File: src/rtl/bram_port_arbiter.sv
`default_nettype none
// ============================================================================
// Module  : bram_port_arbiter
// Purpose : Arbitrates the single-port data BRAM between CPU and video fetch,
//           tagging reads so the returning data reaches the requester that issued it.
// Revision: 1.0
// ============================================================================
module bram_port_arbiter #(
    parameter int ADDR_W        = 16,
    parameter int DATA_W        = 16,
    parameter int READ_LAT      = 1,
    parameter int PRIORITY_MODE = 0,
    parameter int VID_MAX_WAIT  = 4
) (
    input  logic              clk,
    input  logic              reset,
    input  logic              cpu_req,
    input  logic              cpu_we,
    input  logic [ADDR_W-1:0] cpu_addr,
    input  logic [DATA_W-1:0] cpu_wdata,
    output logic              cpu_gnt,
    output logic              cpu_rvalid,
    output logic [DATA_W-1:0] cpu_rdata,
    input  logic              vid_req,
    input  logic [ADDR_W-1:0] vid_addr,
    output logic              vid_gnt,
    output logic              vid_rvalid,
    output logic [DATA_W-1:0] vid_rdata,
    output logic [ADDR_W-1:0] bram_addr,
    output logic [DATA_W-1:0] bram_wdata,
    output logic              bram_we,
    input  logic [DATA_W-1:0] bram_q
);

    localparam int WAIT_W = (VID_MAX_WAIT < 1) ? 1 : $clog2(VID_MAX_WAIT + 1);
    localparam logic [WAIT_W-1:0] WAIT_MAX = WAIT_W'(VID_MAX_WAIT);

    typedef enum logic [1:0] {
        OWN_IDLE = 2'd0,
        OWN_CPU  = 2'd1,
        OWN_VID  = 2'd2
    } owner_e;

    owner_e              last_owner_q, last_owner_d;
    logic [WAIT_W-1:0]   wait_cnt_q, wait_cnt_d;
    logic [READ_LAT-1:0] tag_valid_q, tag_valid_d;
    logic [READ_LAT-1:0] tag_vid_q, tag_vid_d;
    logic                cpu_win, vid_win;

    always_comb begin
        cpu_win = 1'b0;
        vid_win = 1'b0;
        if (!reset) begin
            if (cpu_req && !vid_req) begin
                cpu_win = 1'b1;
            end else if (vid_req && !cpu_req) begin
                vid_win = 1'b1;
            end else if (cpu_req && vid_req) begin
                // Mode 0: CPU first unless video has starved; mode 1: alternate.
                if (PRIORITY_MODE == 0) begin
                    vid_win = (wait_cnt_q == WAIT_MAX);
                end else begin
                    vid_win = (last_owner_q == OWN_CPU);
                end
                cpu_win = ~vid_win;
            end
        end
    end

    always_comb begin
        last_owner_d = last_owner_q;
        if (cpu_win) begin
            last_owner_d = OWN_CPU;
        end else if (vid_win) begin
            last_owner_d = OWN_VID;
        end

        wait_cnt_d = wait_cnt_q;
        if (!vid_req || vid_win) begin
            wait_cnt_d = '0;
        end else if (cpu_win && (wait_cnt_q != WAIT_MAX)) begin
            wait_cnt_d = wait_cnt_q + WAIT_W'(1);
        end

        // Writes enter the pipe as invalid so they never produce rvalid.
        tag_valid_d    = tag_valid_q;
        tag_vid_d      = tag_vid_q;
        tag_valid_d[0] = cpu_win ? ~cpu_we : vid_win;
        tag_vid_d[0]   = vid_win;
        for (int i = 1; i < READ_LAT; i++) begin
            tag_valid_d[i] = tag_valid_q[i-1];
            tag_vid_d[i]   = tag_vid_q[i-1];
        end
    end

    always_ff @(posedge clk or posedge reset) begin
        if (reset) begin
            last_owner_q <= OWN_IDLE;
            wait_cnt_q   <= '0;
            tag_valid_q  <= '0;
            tag_vid_q    <= '0;
        end else begin
            last_owner_q <= last_owner_d;
            wait_cnt_q   <= wait_cnt_d;
            tag_valid_q  <= tag_valid_d;
            tag_vid_q    <= tag_vid_d;
        end
    end

    assign cpu_gnt    = cpu_win;
    assign vid_gnt    = vid_win;
    assign bram_we    = cpu_win & cpu_we;
    assign bram_addr  = cpu_win ? cpu_addr : (vid_win ? vid_addr : '0);
    assign bram_wdata = cpu_win ? cpu_wdata : '0;
    assign cpu_rvalid = tag_valid_q[READ_LAT-1] & ~tag_vid_q[READ_LAT-1];
    assign vid_rvalid = tag_valid_q[READ_LAT-1] &  tag_vid_q[READ_LAT-1];
    assign cpu_rdata  = bram_q;
    assign vid_rdata  = bram_q;

endmodule
`default_nettype wire

File: config.mk
export PLATFORM = sky130hd
export DESIGN_NAME = bram_port_arbiter
export DESIGN_NICKNAME = d
export VERILOG_FILES = /design/src/rtl/bram_port_arbiter.sv
export SDC_FILE = /design/constraint.sdc
export NUM_CORES = 1
export LEC_CHECK = 0
export ABC_CLOCK_PERIOD_IN_PS = 1900
export CORE_AREA = 2 2 53 55
export CTS_CLUSTER_SIZE = 8
export DETAILED_ROUTE_END_ITERATION = 8
export DIE_AREA = 0 0 55 57
export DONT_BUFFER_PORTS = 1
export GPL_TIMING_DRIVEN = 0
export PLACE_DENSITY = 0.48
export SYNTH_ARGS = -nofsm -noshare
export SYNTH_HDL_FRONTEND = slang
export SYNTH_SLANG_ARGS = --single-unit
File: constraint.sdc
create_clock -name clk -period 1.9 [get_ports clk]
set_input_delay 0.38 -clock clk [delete_from_list [all_inputs] [get_ports clk]]
set_output_delay 0.38 -clock clk [all_outputs]
set_load 0.1 [all_outputs]
==> results of run 1 <==
-- critical path: cells and delay by family, from the launching register on --
| family | cells | cell delay, ns |
|---|---|---|
| buf+inv | 3 | 0.40 |
| flops | 1 | 0.37 |
| simple gates | 1 | 0.35 |
| compound gates | 1 | 0.25 |
| fa+ha+maj | 1 | 0.18 |
-- cells in the mapped netlist --
cell type / instances / share of area [%]
a31oi_4: 1 / 2.6
buf_6: 1 / 1.4
a21boi_0: 2 / 1.8
or3b_2: 1 / 1.1
nand2b_4: 1 / 1.7
dfrtp_1: 5 / 15
a21o_2: 1 / 1.1
clkbuf_2: 1 / 0.60
nor3b_1: 1 / 0.91
nand2_1: 2 / 0.91
nor3b_4: 1 / 2.3
o21ai_0: 1 / 0.60
buf_4: 33 / 30
buf_2: 1 / 0.60
nor2b_1: 1 / 0.76
and2_1: 18 / 14
a22o_1: 16 / 17
a21boi_2: 1 / 1.4
a21boi_1: 1 / 0.91
nand3_1: 2 / 1.2
ha_1: 2 / 3.0
inv_1: 4 / 1.8
-- power breakdown --
group	internal (mW)	switching (mW)	leakage [nW]
Combinational	0.173	0.618	0.616
Sequential	0.111	0.00247	0.0677
Clock	0.0793	0.0423	0.0150
Total	0.363	0.662	0.699
-- flip-flops by register name, indices dropped and copies added (netlist names) --
name and count:
tag_valid_q 1, tag_vid_q 1, wait_cnt_q 3
-- cells by family after synthesis --
logic type / synth area share [%]
and+or+nand+nor: 22.4
DFF: 15.1
AOI/OAI and AO/OA: 25.2
buffers and inverters: 34.3
adders and majority gates: 3.02
-- how the worst min path moves through the flow --
stage,end,slack [ns],cells past startpoint
5_1_grt,wait_cnt_q[0],0.28,1
3_3_place_gp,wait_cnt_q[1],0.21,1
3_5_place_dp,wait_cnt_q[1],0.21,1
2_1_floorplan,tag_valid_q,0.18,1
6_report,wait_cnt_q[1],0.29,1
4_1_cts,wait_cnt_q[1],0.28,1
-- routing by layer --
layer | vias up | part of all wire [%] | routed length (um)
met4 | 0 | 0 | 0
met3 | 0 | 13 | 323
li1 | 349 | - | -
met1 | 348 | 32 | 810
met2 | 70 | 56 | 1420
met5 | - | 0 | 0
-- timing repair --
item	in CTS	in global routing
endpoints found under the setup margin	34	34
hold buffers	1	0
pin swaps	20	10
buffers inserted	11	8
hold endpoints to repair	5	0
cloned	3	0
gates resized for setup	20	5
-- stage by stage --
stage	setup WS, ns	area (um2)	std cells	TNS (ns)	utilization [%]
after floorplan	-0.104	988	97	-1.36	-
after global placement	-0.272	1030	128	-5.34	39.3
after detailed placement	-0.261	1030	128	-5.36	39.3
after CTS	-0.291	1320	147	-6.52	50.6
after global routing	-0.342	1380	153	-8.71	52.6
final	-0.283	1380	153	-6.63	52.6
-- area by class of cell --
class	instances	area share, %
plain buffers	36	22.9
clock buffers	4	1.91
inverters	4	1.09
multi-input cells	52	45.4
flip-flops and latches	5	9.09
well taps	31	2.82
repair buffers	21	16.8
==> results.md, run 1 <==
* GRT busiest layer: met2
* Number of port buffers at 0
* GRT Total Usage at 14.2%
* #FFs+latches synth at 5
* H-tree Lvls at 1
* Multi-input logic area at around 620 um2
* Most common cell after layout, fill and taps aside: buf_4
* Cells along the critical path: inv_2 -> ha_4 -> a31oi_4 -> buf_6 -> buf_12 -> and2_4
* Core area at between 2000 and 3000 um2
* Slew Limit Fails at 0
* Commonest non-fill, non-tap cells in the layout: 43 x buf_4, 17 x and2_4, 16 x a22o_4
* WHS at about 0.29 ns
* Total Power at roughly 1.0 mW
* Clk slew on worst S/H paths at roughly 0.04 ns
* Failing checks: setup timing
* Share of post-route cells with drive strength above 1 at 83.6%
* Final #Nets at 194
* Worst Slack Setup Final at -0.283 ns
* Clock period minus worst slack at 2.18 ns
* I/O pin total at around 140
* Setup crit start: wait_cnt_q[0]
* Slew margin rel. at approximately 28%
* Hold WC Path Type: input pin to flop
* Worst reg-to-reg setup slack at 0.29 ns
* Synth unique cells at 22
* Die area at approximately 3100 um2
* Synthesized area per cell at roughly 8.5 um2
* Setup Viol. Count Final at 33
* Lkg Pwr at around 0.7 nW
* Number of global-route vias before repair at between 600 and 700
* Slowest stage delay, CP at roughly 0.37 ns
* Crit path DAT at roughly 1.8 ns
* Clock skew at roughly 0.00057 ns
* GPL Wtd Cong at about 0.66
* Starting Density at between 30% and 40%
* CTS Buf Count at 3
* Unrepaired setup endpoints after global routing: yes
* HP Start: vid_req
* Initial antenna violation count at 0
* Post-Syn Nets at roughly 170
* Fillers at between 200 and 250
* Met3 Resource Use GR at about 4.7%
* Drt total wl at around 2600 um
* CP max stage cell: dfrtp_1
* Synthesized area at 828 um2
* Gr ovfl total at 0
* Max Cap Viol at 0
* Antenna Cells at 0
* Clock root buffer: clkbuf_4
* Pin count of the biggest net entering global routing at 11
* CTS Sinks at 5
* Drt wl/cell at around 17 um
* PwrDens at ~740 nW/um2
* Hold Fails Final Rpt at 0
* Global-route met1 utilization at between 10% and 20%
* CP Class: flop to output port
* Period utilisation layout at 115%
* Iter 0 DRT Violations at 6
* Vias/cell at approximately 5
* # DRC at 0
* Tightest Pin Transition at ~1.1 ns
* Via Count at roughly 770
* DP Wirelength at 1990 um
* Status: complete, but fails checks
* DR pass1 iterations at 3
* Reg2reg end: tag_valid_q
* CP Max Fanout at 6
* CTS Buffer Depth at 2
* Register Area at between 100 and 150 um2
* Area Growth Syn to Fin at 66.2%
* Startpoint types: flop
* Ys Warns at 0
* Post-route ant nets at 0
* Peak Freq at between 0.4 and 0.5 GHz
* Worst Path Required at 1.52 ns
* First-pass GRT wire length at 3260 um
* Crit Reg-Reg Startpoint: wait_cnt_q[0]
* Die height at roughly 57 um
* Sequential share of the synthesized area at approximately 15%
* Worst skew pair latency at between 0.2 and 0.25 ns
* Synthesized instance count at 97
* Die Width at about 55 um
* CTS tree: yes
* Crit path to: bram_wdata[9]
* Maximum VDD drop at 460 uV
* R2R cell count at 9
* GR Util met2 at between 20% and 30%
* FP Rows at 19
* CP Capture Type: output port
(Power assumes the default switching activity.)
==> inputs of run 2 (changes only) <==
Settings changed: GPL_TIMING_DRIVEN 0 to 1.
==> run 2 against run 1 <==
The run still ends with setup timing left; utilization is 5.6 points lower; cell count fell by 18%; design area fell by 11%; sequential power hardly changed; die area unchanged; first-iteration DRC count is 130% higher.
==> results.md, run 2 (same netlist as run 1, synthesis figures left out) <==
* GPL Wtd Cong at 0.610 (-7.4%)
* Multi-input logic area at 572 um2 (-8.4%)
* Hold Fails Final Rpt at 0 (unchanged)
* R2R cell count at 5 (-4)
* HP Start: vid_req
* CTS tree: yes
* Iter 0 DRT Violations at 14 (+8)
* Cells along the critical path: inv_2 -> ha_4 -> a31oi_4 -> buf_12 -> buf_12 -> a22o_2 -> buf_12
* Pin count of the biggest net entering global routing at 18 (+7)
* CP Capture Type: output port
* Clk slew on worst S/H paths at 0.04 ns (about the same)
* Commonest non-fill, non-tap cells in the layout: 17 x and2_4, 13 x buf_12, 9 x a22o_4, 9 x buf_4, 7 x a22o_2
* Antenna Cells at 0 (unchanged)
* I/O pin total at 138 (unchanged)
* Min-Delay Path Depth at 1 (unchanged)
* Design area at 1230 um2 (-11%)
* Vias/cell at 5.22 (+4.0%)
* Period utilisation layout at 110% (-5.3 points)
* Clock skew at 0.00642 ns (+0.00585 ns)
* Worst skew pair latency at 0.24 ns (about the same)
* Most used cell along the critical path: buf_12
* Max Cap Viol at 0 (unchanged)
* Crit Reg-Reg Startpoint: wait_cnt_q[0]
* Gr ovfl total at 0 (unchanged)
* Drt total wl at 2340 um (-8.3%)
* Share of post-route cells with drive strength above 1 at 78.7% (-4.9 points)
* Dpl cell area at 988 um2 (-3.8%)
* Most common cell after layout, fill and taps aside: and2_4
* Unrepaired setup endpoints after global routing: yes
* Number of global-route vias before repair at 607 (-10%)
* Slew Limit Fails at 0 (unchanged)
* Area Growth Syn to Fin at 48.5%
* Final #Nets at 166 (-14%)
* Worst Hold End: wait_cnt_q[2]
* CTS Sinks at 5 (unchanged)
* Die area at 3140 um2 (unchanged)
* CP Max Fanout at 9 (+3)
* Worst Path Required at 1.52 ns (about the same)
* PwrDens at 600 nW/um2 (-19%)
* Initial antenna violation count at 0 (unchanged)
* DR pass1 iterations at 2 (-1)
* CP Class: flop to output port
* Failing checks: setup timing
* Max reg flops at 3 (unchanged)
* Final core occ at 47.0% (-5.6 points)
* Clock period minus worst slack at 2.08 ns (-0.101 ns)
* CTS Buf Count at 3 (unchanged)
* Lkg Pwr at 0.566 nW (-19%)
* Top reg by flops: wait_cnt_q
* Core area at 2620 um2 (unchanged)
* Cells after DPL at 108 (-16%)
* CP max stage cell: dfrtp_1
* Starting Density at 31.7% (unchanged)
* Clock root buffer: clkbuf_4
* Die height at 57 um (unchanged)
* Startpoint types: flop
* Setup crit start: wait_cnt_q[0]
* Maximum VDD drop at 377 uV (-18%)
* GRT Total Usage at 13.0% (-1.2 points)
* Register Area at 125 um2 (unchanged)
* Number of port buffers at 0 (unchanged)
* Slowest stage delay, CP at 0.39 ns (+0.02 ns)
* WHS at 0.292 ns (+0.00405 ns)
* Die Width at 55 um (unchanged)
* # DRC at 0 (unchanged)
* Worst reg-to-reg setup slack at 0.51 ns (+0.22 ns)
* Worst Slack Setup Final at -0.181 ns (+0.101 ns)
* Hold WC Path Type: input pin to flop
* FP Rows at 19 (unchanged)
* Slew margin rel. at 80.5% (+52 points)
* Peak Freq at 0.480 GHz (+4.9%)
* Status: complete, but fails checks
* CTS Buffer Depth at 2 (unchanged)
* Via Count at 652 (-15%)
* Tightest Pin Transition at 0.294 ns (-0.775 ns)
* Final Instance Count excl. Fillers at 125 (-18%)
* Drt wl/cell at 18.7 um (+12%)
* Fillers at 237 (+4.4%)
* Post-route ant nets at 0 (unchanged)
* H-tree Lvls at 1 (unchanged)
* Largest regs: wait_cnt_q x3, tag_valid_q x1, tag_vid_q x1
* Crit path DAT at 1.70 ns (-0.10 ns)
* Setup Viol. Count Final at 34 (+3.0%)
* Total Power at 0.738 mW (-28%)
* First-pass GRT wire length at 2920 um (-11%)
* Reg2reg end: wait_cnt_q[2]
==> run 2: cell count changes in the layout (fill, tap and decap cells not counted), sizes merged <==
cell	delta
clkbuf	+2
buf	-30
==> run 2: how the worst max path moves through the flow <==
stage,to,slack [ns],cells past startpoint
finish,bram_addr[4],-0.18,7
global route,bram_addr[1],-0.30,7
CTS,bram_addr[4],-0.19,7
detailed placement,bram_addr[10],0.04,6
global placement,bram_addr[10],0.09,6
floorplan,bram_addr[10],-0.10,6
==> run 2: report_power, final <==
group	switching [mW]	total, mW	internal [mW]
Clock	0.0414	0.121	0.0793
Sequential	0.00260	0.113	0.111
Combinational	0.346	0.504	0.158
==> run 2: critical path: cells and delay by family, from the launching register on <==
kind            cells  cell delay (ns)
flops               1             0.39
fa+ha+maj           1             0.16
buf+inv             4             0.55
compound gates      2             0.36
==> run 2: area by class of cell <==
class	count	area share, %
Multi-Input combinational cell	52	46.5
Clock buffer	4	2.14
Sequential cell	5	10.2
Tap cell	31	3.15
Inverter	4	1.22
Timing Repair Buffer	29	36.8
==> run 2: timing repair <==
item | 4_1_cts | 5_1_grt
pin swaps | 22 | 3
hold buffers | 1 | 0
buffers inserted | 6 | 2
cloned | 3 | 2
gates resized for setup | 7 | 4
endpoints found under the hold margin | 5 | 0
setup endpoints to repair | 35 | 35
==> run 2: metal layers <==
metal | global-route usage [%] | vias to the layer above | wire [um]
met4 | 6.62 | 0 | 10
met1 | 12.2 | 306 | 685
met3 | 2.62 | 4 | 246
met5 | 0 | - | 0
met2 | 24.8 | 51 | 1400
li1 | - | 291 | -
==> run 2: per-stage QoR <==
step	worst slack, ns	TNS, ns
floorplan	-0.104	-1.36
global placement	0.0897	0
detailed placement	0.0396	0
CTS	-0.187	-5.00
global route	-0.301	-7.84
finish	-0.181	-4.33
